<file path="config.mk">
export PLATFORM = sky130hd
export DESIGN_NAME = master_port
export DESIGN_NICKNAME = d
export VERILOG_FILES = /design/src/rtl/master_port.sv
export SDC_FILE = /design/constraint.sdc
export NUM_CORES = 1
export LEC_CHECK = 0
export CAP_MARGIN = 20
export CORE_AREA = 2 2 65 92
export DETAILED_ROUTE_END_ITERATION = 16
export DIE_AREA = 0 0 67 94
export GPL_TIMING_DRIVEN = 0
export HOLD_SLACK_MARGIN = 0.02
export MAX_ROUTING_LAYER = met4
export PLACE_DENSITY = 0.69
export RECOVER_POWER = 25
export SETUP_SLACK_MARGIN = 0.2
export SLEW_MARGIN = 0
export SYNTH_ARGS = -nofsm -noshare
export SYNTH_HDL_FRONTEND = slang
export SYNTH_SLANG_ARGS = --single-unit
</file>
<file path="constraint.sdc">
create_clock -name clk -period 2.4 [get_ports clk]
set_clock_uncertainty 0.2 [all_clocks]
set_input_delay 0.48 -clock clk [delete_from_list [all_inputs] [get_ports clk]]
set_output_delay 0.48 -clock clk [all_outputs]
set_load 0.005 [all_outputs]
</file>
<file path="src/rtl/master_port.sv">
// rtl/master_port.sv - bus master port: turns a device request into an arbitrated serial bus transaction
// Address and write data go out LSB first; read data is assembled from the slave's serial stream.
module master_port #(
  parameter int ADDR_WIDTH = 12,
  parameter int DATA_WIDTH = 8
) (
  input  logic                  clk,
  input  logic                  rstn,
  input  logic                  dvalid,
  input  logic                  dmode,
  input  logic [ADDR_WIDTH-1:0] daddr,
  input  logic [DATA_WIDTH-1:0] dwdata,
  output logic [DATA_WIDTH-1:0] drdata,
  output logic                  dready,
  output logic                  ack,
  output logic                  mbreq,
  input  logic                  mbgrant,
  output logic                  mwdata,
  output logic                  mmode,
  output logic                  mvalid,
  input  logic                  srdata,
  input  logic                  svalid,
  input  logic                  sready
);

  localparam int MAXW = (ADDR_WIDTH > DATA_WIDTH) ? ADDR_WIDTH : DATA_WIDTH;
  localparam int CW   = (MAXW > 1) ? $clog2(MAXW) : 1;
  localparam logic [CW-1:0] A_LAST = CW'(ADDR_WIDTH - 1);
  localparam logic [CW-1:0] D_LAST = CW'(DATA_WIDTH - 1);

  typedef enum logic [2:0] {IDLE, REQ, ADDR, WDATA, RDATA, DONE} state_t;

  state_t                  state;
  logic [CW-1:0]           cnt;
  logic [ADDR_WIDTH-1:0]   addr_sh;
  logic [DATA_WIDTH-1:0]   wdata_sh;
  logic [DATA_WIDTH-1:0]   rdata_sh;
  logic                    mode_q;

  assign dready = (state == IDLE);

  // Outputs are loaded on the edge that enters each state so they line up with it.
  always_ff @(posedge clk or negedge rstn) begin
    if (!rstn) begin
      state    <= IDLE;
      cnt      <= '0;
      addr_sh  <= '0;
      wdata_sh <= '0;
      rdata_sh <= '0;
      mode_q   <= 1'b0;
      drdata   <= '0;
      ack      <= 1'b0;
      mbreq    <= 1'b0;
      mwdata   <= 1'b0;
      mmode    <= 1'b0;
      mvalid   <= 1'b0;
    end else begin
      ack <= 1'b0;
      case (state)
        IDLE: begin
          cnt <= '0;
          if (dvalid) begin
            addr_sh  <= daddr;
            wdata_sh <= dwdata;
            mode_q   <= dmode;
            mbreq    <= 1'b1;
            state    <= REQ;
          end
        end
        REQ: begin
          if (mbgrant && sready) begin
            state   <= ADDR;
            cnt     <= '0;
            mvalid  <= 1'b1;
            mmode   <= mode_q;
            mwdata  <= addr_sh[0];
            addr_sh <= addr_sh >> 1;
          end
        end
        ADDR: begin
          if (cnt == A_LAST) begin
            cnt <= '0;
            if (mode_q) begin
              state    <= WDATA;
              mwdata   <= wdata_sh[0];
              wdata_sh <= wdata_sh >> 1;
            end else begin
              state  <= RDATA;
              mvalid <= 1'b0;
              mwdata <= 1'b0;
            end
          end else begin
            cnt     <= cnt + CW'(1);
            mwdata  <= addr_sh[0];
            addr_sh <= addr_sh >> 1;
          end
        end
        WDATA: begin
          if (cnt == D_LAST) begin
            cnt    <= '0;
            state  <= DONE;
            mvalid <= 1'b0;
            mwdata <= 1'b0;
            mbreq  <= 1'b0;
            ack    <= 1'b1;
          end else begin
            cnt      <= cnt + CW'(1);
            mwdata   <= wdata_sh[0];
            wdata_sh <= wdata_sh >> 1;
          end
        end
        RDATA: begin
          // Bits shift in from the top so the first (LSB) bit lands at index 0 after the last one.
          if (svalid) begin
            rdata_sh <= {srdata, rdata_sh[DATA_WIDTH-1:1]};
            if (cnt == D_LAST) begin
              cnt    <= '0;
              drdata <= {srdata, rdata_sh[DATA_WIDTH-1:1]};
              state  <= DONE;
              mbreq  <= 1'b0;
              ack    <= 1'b1;
            end else begin
              cnt <= cnt + CW'(1);
            end
          end
        end
        DONE: begin
          cnt   <= '0;
          state <= IDLE;
        end
        default: state <= IDLE;
      endcase
    end
  end

endmodule

</file>
==> results.ini, run 1 <==
[floorplanning]
fp.dieH_um = 94
io_pins = 42
die_w_um = 67
start_util_pct = 44.4
design.core.area_um2 = 5450
die_area_um2 = 6300
fp-row-count = 32

[finish]
area_delta_synth_final_pct = 28.1
final_cells = 316
final_util_pct = 56.8
antenna_cells = 0
final_cell_area_um2 = 3100
fin_nets = 276
drive_above_1_share_pct = 31.0

[critical_path]
cp_slowest_cell = dfrtp_1
critPathBufInv = 1
r2r_slack_ns = 0.32
required_ns = 2.38
end_kind = register
crit_family = compound AO/OA/AOI/OAI gates
reg2reg_to = addr_sh[8]
reg2reg_depth = 6
r2r_start = cnt[0]
worst_setup_path_start_kind = register
cpPeakStageDelay_ns = 0.41
crit_type = reg -> reg
arrival_ns = 2.06
cp_cell_sequence = ha_2, and3b_1, o21a_1, a211oi_4, buf_12, mux2_4
crit_fanout = 10

[sta]
layout_min_cycle_time_ns = 2.08
maxSlewViolCount = 0
tightest_slew_ns = 1.07
fin_tns_setup_ns = 0
relSlewSlack_pct = 28.6
hold_viol = 0
worst_slack_ns = 0.323
finalCritPeriodShare_pct = 86.5
grt_setup_unrepaired = no
fmax_ghz = 0.481
report.final.setup_viol = 0

[place]
post-place-cells = 306
gp_congestion = 0.799
dpl-instance-area_um2 = 2930
preCtsSetupSlack_ns = 0.0504
post-dp-hpwl_um = 3440
io_buffers = 41

[run_status]
status = completed

[cts]
clock_sinks = 48
clk_pin_slew_worst_paths_ns = 0.09
cts_tree = done
cts_buffers = 5
htreeDepth = 2
cts_buffer_depth = 2
cts-root-buf = clkbuf_8
clk_latency_ns = 0.30

[pwr]
max-vdd-ir-drop_mv = 0.554
leakage_nw = 1.39
powerDensity_nw_per_um2 = 1200

[hold_path]
hp-start = wdata_sh[7]
min_to = wdata_sh[7]
whs_path_depth = 1
hold_class = reg -> reg

[yosys]
synthDistinctLibCells = 46
synthFlopType = dfrtp_1
synth_top_area_cell = dfrtp_1
avgSynthCellArea_um2 = 12.3
synthArstFlopShare_pct = 100
yosysSeqAreaShare_pct = 49.7
synth-seq-cells = 48
synth_fp_nets = 225
ys_top_cells_by_area = dfrtp_1, mux2_2, mux2_4
synth_edf_count = 0
synth_area_um2 = 2420
synth_top_cell_area_share_pct = 49.7
yosysWarnings = 0
synthCells = 196

[detailed_routing]
routed_wl_um = 4690
drcViolationCount = 0
antenna_left = 0
dr_total_vias = 1651
post_drt_wl_per_cell_um = 14.9
vias_per_cell = 5.22
dr.pass1.iters = 4
drtIter0Drc = 61

[grt]
grt_pass1_wl_um = 7910
grt_pass1_vias = 1713
grt.overflow.total = 0
grt_usage_pct = 16.9
grt_start_max_net_pins = 31
antenna_found_initial = 0

[run]
max-cap-violations = 0

==> synth_stat cells (all sizes together), types with 2 or more instances <==
| cell type | instances |
|---|---|
| nand2b | 3 |
| and4bb | 2 |
| inv | 3 |
| a22o | 2 |
| a21oi | 5 |
| nor2 | 7 |
| and3 | 2 |
| a31oi | 5 |
| nand3 | 6 |
| and3b | 2 |
| buf | 5 |
| dfrtp | 48 |
| mux2i | 2 |
| nand2 | 28 |
| clkbuf | 4 |
| mux2 | 46 |
| o21ai | 4 |
| nor2b | 3 |
==> what timing repair did <==
action,CTS,global route
hold buffers,1,0
endpoints found under the hold margin,18,0
pin swaps,1,0
setup buffers,1,0
endpoints found under the setup margin,10,18
gates resized for setup,1,2
==> per-stage QoR <==
step	hold slack, ns	power (mW)
after global routing	0.306	3.97
after global placement	0.262	2.98
after CTS	0.289	3.74
after floorplan	-0.0156	2.61
final	0.288	3.70
after detailed placement	0.255	3.02
==> worst max path at each step <==
stage / startpoint / end / slack, ns / depth (start not counted)
6_report: cnt[0] / addr_sh[8] / 0.32 / 6
5_1_grt: state[0] / dready / 0.23 / 4
4_1_cts: cnt[0] / addr_sh[8] / 0.25 / 6
3_5_place_dp: mbgrant / addr_sh[8] / 0.05 / 5
3_3_place_gp: rstn / drdata[3] / -0.72 / 1
2_1_floorplan: cnt[0] / addr_sh[0] / 0.31 / 6
==> cell type report <==
| type | instances | area [µm²] |
|---|---|---|
| well taps | 68 | 85.1 |
| fillers | 498 | 2350 |
| inverters | 3 | 11.3 |
| flip-flops and latches | 48 | 1200 |
| plain buffers | 9 | 92.6 |
| clock inverters | 3 | 68.8 |
| multi-input cells | 136 | 1130 |
| repair buffers | 44 | 440 |
| clock buffers | 5 | 68.8 |
==> where the power goes <==
part / total (mW) / switching (mW) / internal, mW
Combinational: 1.76 / 0.748 / 1.02
Sequential: 1.25 / 0.158 / 1.09
Clock: 0.688 / 0.268 / 0.419
Total: 3.70 / 1.17 / 2.53
==> registers in the layout (all words and copies together), names as in the netlist, 3 cells and up <==
register and flops:
addr_sh 12, drdata 8, wdata_sh 8, cnt 4, rdata_sh 7, state 3
==> layer usage <==
layer | vias to the layer above | share of wire (%) | track usage [%]
met5 | - | 0 | -
met4 | 0 | 1.4 | 4.76
met3 | 7 | 4.6 | 3.60
met2 | 41 | 50 | 27.3
met1 | 800 | 43 | 21.2
li1 | 803 | - | -
==> placed cells by master (no fill, tap or decap), types with 2 or more instances in the layout <==
cell | Yosys | routed
nor2b_1 | 3 | 3
nand2_1 | 27 | 27
inv_1 | 3 | 3
mux2i_1 | 2 | 2
mux2_4 | 9 | 9
clkbuf_1 | 2 | 3
bufinv_16 | 0 | 2
buf_6 | 2 | 2
clkdlybuf4s50_1 | 0 | 39
nand3_1 | 6 | 6
mux2_2 | 37 | 37
clkbuf_8 | 2 | 7
nand2b_1 | 3 | 3
a31oi_1 | 5 | 5
and4bb_2 | 2 | 2
dfrtp_1 | 48 | 48
nor2_1 | 6 | 6
buf_4 | 2 | 3
buf_12 | 1 | 2
a21oi_1 | 5 | 5
o21ai_0 | 4 | 4
==> worst register-to-register path, cell delays in order, from the launching register on <==
cell	delay (ns)
dfrtp_1	0.41
ha_2	0.23
and3b_1	0.21
o21a_1	0.21
a211oi_4	0.22
buf_12	0.19
mux2_4	0.31
==> logic make-up after synthesis <==
group | Yosys count | share of synthesized area (%)
buffers and inverters | 12 | 4.30
XOR/XNOR | 1 | 0.362
flip-flops | 48 | 49.7
AO/OA/AOI/OAI | 26 | 7.92
adder cells (fa/ha/maj) | 1 | 0.518
multiplexers | 48 | 23.7
AND/OR/NAND/NOR | 60 | 13.6
No activity file was read; power rests on OpenSTA's default activity.
==> inputs of run 2 (changes only) <==
--- a/config.mk
+++ b/config.mk
@@ -12,7 +12,7 @@
 export GPL_TIMING_DRIVEN = 0
 export HOLD_SLACK_MARGIN = 0.02
 export MAX_ROUTING_LAYER = met4
-export PLACE_DENSITY = 0.69
+export PLACE_DENSITY = 0.71
 export RECOVER_POWER = 25
 export SETUP_SLACK_MARGIN = 0.2
 export SLEW_MARGIN = 0
==> constraint.sdc (replaced) <==
create_clock -name clk -period 1.8 [get_ports clk]
set_clock_uncertainty 0.2 [all_clocks]
set_input_delay 0.36 -clock clk [delete_from_list [all_inputs] [get_ports clk]]
set_output_delay 0.36 -clock clk [all_outputs]
set_load 0.005 [all_outputs]
==> results.ini, run 2 (synthesis results as in run 1) <==
[cts]
cts_tree = done
clock_sinks = 48  ; unchanged
clk_latency_ns = 0.30  ; about the same
cts_buffer_depth = 2  ; unchanged
cts_buffers = 5  ; unchanged
htreeDepth = 2  ; unchanged
clk_pin_slew_worst_paths_ns = 0.09  ; about the same
cts-root-buf = clkbuf_8

[grt]
antenna_found_initial = 0  ; unchanged
grt_start_max_net_pins = 26  ; -16%
grt_usage_pct = 19.3  ; +2.4 points
grt_pass1_wl_um = 9000  ; +14%
grt.overflow.total = 0  ; unchanged
grt_pass1_vias = 1831  ; +6.9%

[critical_path]
worst_setup_path_start_kind = register
arrival_ns = 2.08  ; +0.02 ns
crit_fanout = 5  ; -5
required_ns = 1.80  ; -0.58 ns
cp_cell_sequence = ha_4, and3b_2, o21a_1, a211oi_4, buf_6, buf_12, mux2_4
cpPeakStageDelay_ns = 0.42  ; about the same
crit_type = reg -> reg
critPathBufInv = 2  ; +1
crit_family = flip-flops
end_kind = register
cp_slowest_cell = dfrtp_1

[floorplanning]
fp-row-count = 32  ; unchanged
fp.dieH_um = 94  ; unchanged
design.core.area_um2 = 5450  ; unchanged
io_pins = 42  ; unchanged
die_area_um2 = 6300  ; unchanged
die_w_um = 67  ; unchanged
start_util_pct = 44.4  ; unchanged

[finish]
fin_nets = 314  ; +14%
final_util_pct = 69.0  ; +12 points
final_common_cell = dfrtp_1
final_cell_mix = dfrtp_1, mux2_4, nand2_1
largest_reg_flops = 12  ; unchanged
final_cell_area_um2 = 3760  ; +21%
area_delta_synth_final_pct = 55.4
largest_register = addr_sh
drive_above_1_share_pct = 49.0  ; +18 points
reg_top3 = addr_sh x12, drdata x8, wdata_sh x8
antenna_cells = 0  ; unchanged

[pwr]
leakage_nw = 1.77  ; +28%
max-vdd-ir-drop_mv = 0.781  ; +41%
powerDensity_nw_per_um2 = 1640  ; +37%

[run_status]
violations = setup timing
status = finished with violations

[detailed_routing]
dr_total_vias = 1831  ; +11%
antenna_left = 0  ; unchanged
post_drt_wl_per_cell_um = 15.9  ; +7.1%
drtIter0Drc = 90  ; +48%
dr.pass1.iters = 4  ; unchanged
vias_per_cell = 5.17  ; -1.0%
routed_wl_um = 5630  ; +20%
drcViolationCount = 0  ; unchanged

[sta]
report.final.setup_viol = 38  ; +38
finalCritPeriodShare_pct = 116  ; +29 points
relSlewSlack_pct = 56.9  ; +28 points
grt_setup_unrepaired = yes
tightest_slew_ns = 0.646  ; -0.425 ns
hold_viol = 0  ; unchanged
maxSlewViolCount = 0  ; unchanged
layout_min_cycle_time_ns = 2.08  ; +0.00268 ns
fmax_ghz = 0.481  ; -0.13%
fin_tns_setup_ns = -6.83  ; -6.83 ns
worst_slack_ns = -0.280  ; -0.603 ns

[place]
dpl-instance-area_um2 = 3030  ; +3.5%
post-dp-hpwl_um = 3410  ; -0.81%
preCtsSetupSlack_ns = -0.430  ; -0.481 ns
io_buffers = 41  ; unchanged
gp_congestion = 0.807  ; +0.98%

[run]
max-cap-violations = 0  ; unchanged

[hold_path]
hold_class = reg -> reg

## run 2: worst paths after layout
| kind | startpoint | end | slack (ns) | cells after the start |
|---|---|---|---|---|
| setup / recovery | cnt[1] | addr_sh[0] | -0.28 | 7 |
| hold / removal | wdata_sh[7] | wdata_sh[7] | 0.29 | 1 |
| setup reg to reg | cnt[1] | addr_sh[0] | -0.28 | 7 |
| hold reg to reg | wdata_sh[7] | wdata_sh[7] | 0.29 | 1 |
| max in group asynchronous | rstn | wdata_sh[3] | 0.44 | 3 |
| min in group asynchronous | rstn | addr_sh[10] | 0.41 | 2 |
## run 2: layer usage
metal	share of wire, %	wire length, µm	GRT usage [%]
met5	0	0	-
met4	1.8	101	6.63
met3	2.7	152	3.60
met2	55	3120	31.5
met1	40	2260	23.7
## run 2: worst reg2reg max path, cell delays in order (launching register included)
cell      delay [ns]
dfrtp_1         0.42
ha_4            0.17
and3b_2         0.21
o21a_1          0.20
a211oi_4        0.22
buf_6           0.16
buf_12          0.11
mux2_4          0.29
## run 2: power breakdown
part           switching (mW)  internal [mW]  total [mW]
Combinational            1.33           2.15        3.47
Sequential              0.269           1.46        1.73
Clock                   0.380          0.559       0.939
Total                    1.98           4.17        6.14
## run 2: area by class of cell
type                            instances  area (µm²)
Tap cell                               68        85.1
Inverter                                3        11.3
Fill cell                             402        1690
Sequential cell                        48        1200
Buffer                                  9         129
Clock buffer                            5        68.8
Clock inverter                          3        68.8
Timing Repair Buffer                   82         813
Multi-Input combinational cell        136        1380
## run 2: metrics by stage
| stage | hold WS, ns | total power, mW | std cells |
|---|---|---|---|
| after floorplan | -0.136 | 3.62 | 196 |
| after global placement | 0.266 | 4.09 | 305 |
| after detailed placement | 0.195 | 4.15 | 306 |
| after CTS | 0.290 | 5.69 | 343 |
| after global routing | 0.329 | 6.52 | 354 |
| final | 0.289 | 6.14 | 354 |
## run 2: timing repair
item	4_1_cts	5_1_grt
setup endpoints to repair	61	49
hold buffers	1	0
gates cloned	2	0
resized for setup	50	25
pin swaps	9	8
buffers inserted	26	11
hold endpoints to repair	24	0
==> inputs of run 3 (changes only) <==
--- a/config.mk
+++ b/config.mk
@@ -7,6 +7,7 @@
 export LEC_CHECK = 0
 export CAP_MARGIN = 20
 export CORE_AREA = 2 2 65 92
+export CTS_CLUSTER_SIZE = 20
 export DETAILED_ROUTE_END_ITERATION = 16
 export DIE_AREA = 0 0 67 94
 export GPL_TIMING_DRIVEN = 0
==> results of run 3 <==
Same layout as run 2: the final DEF is identical, and so are final timing and power.
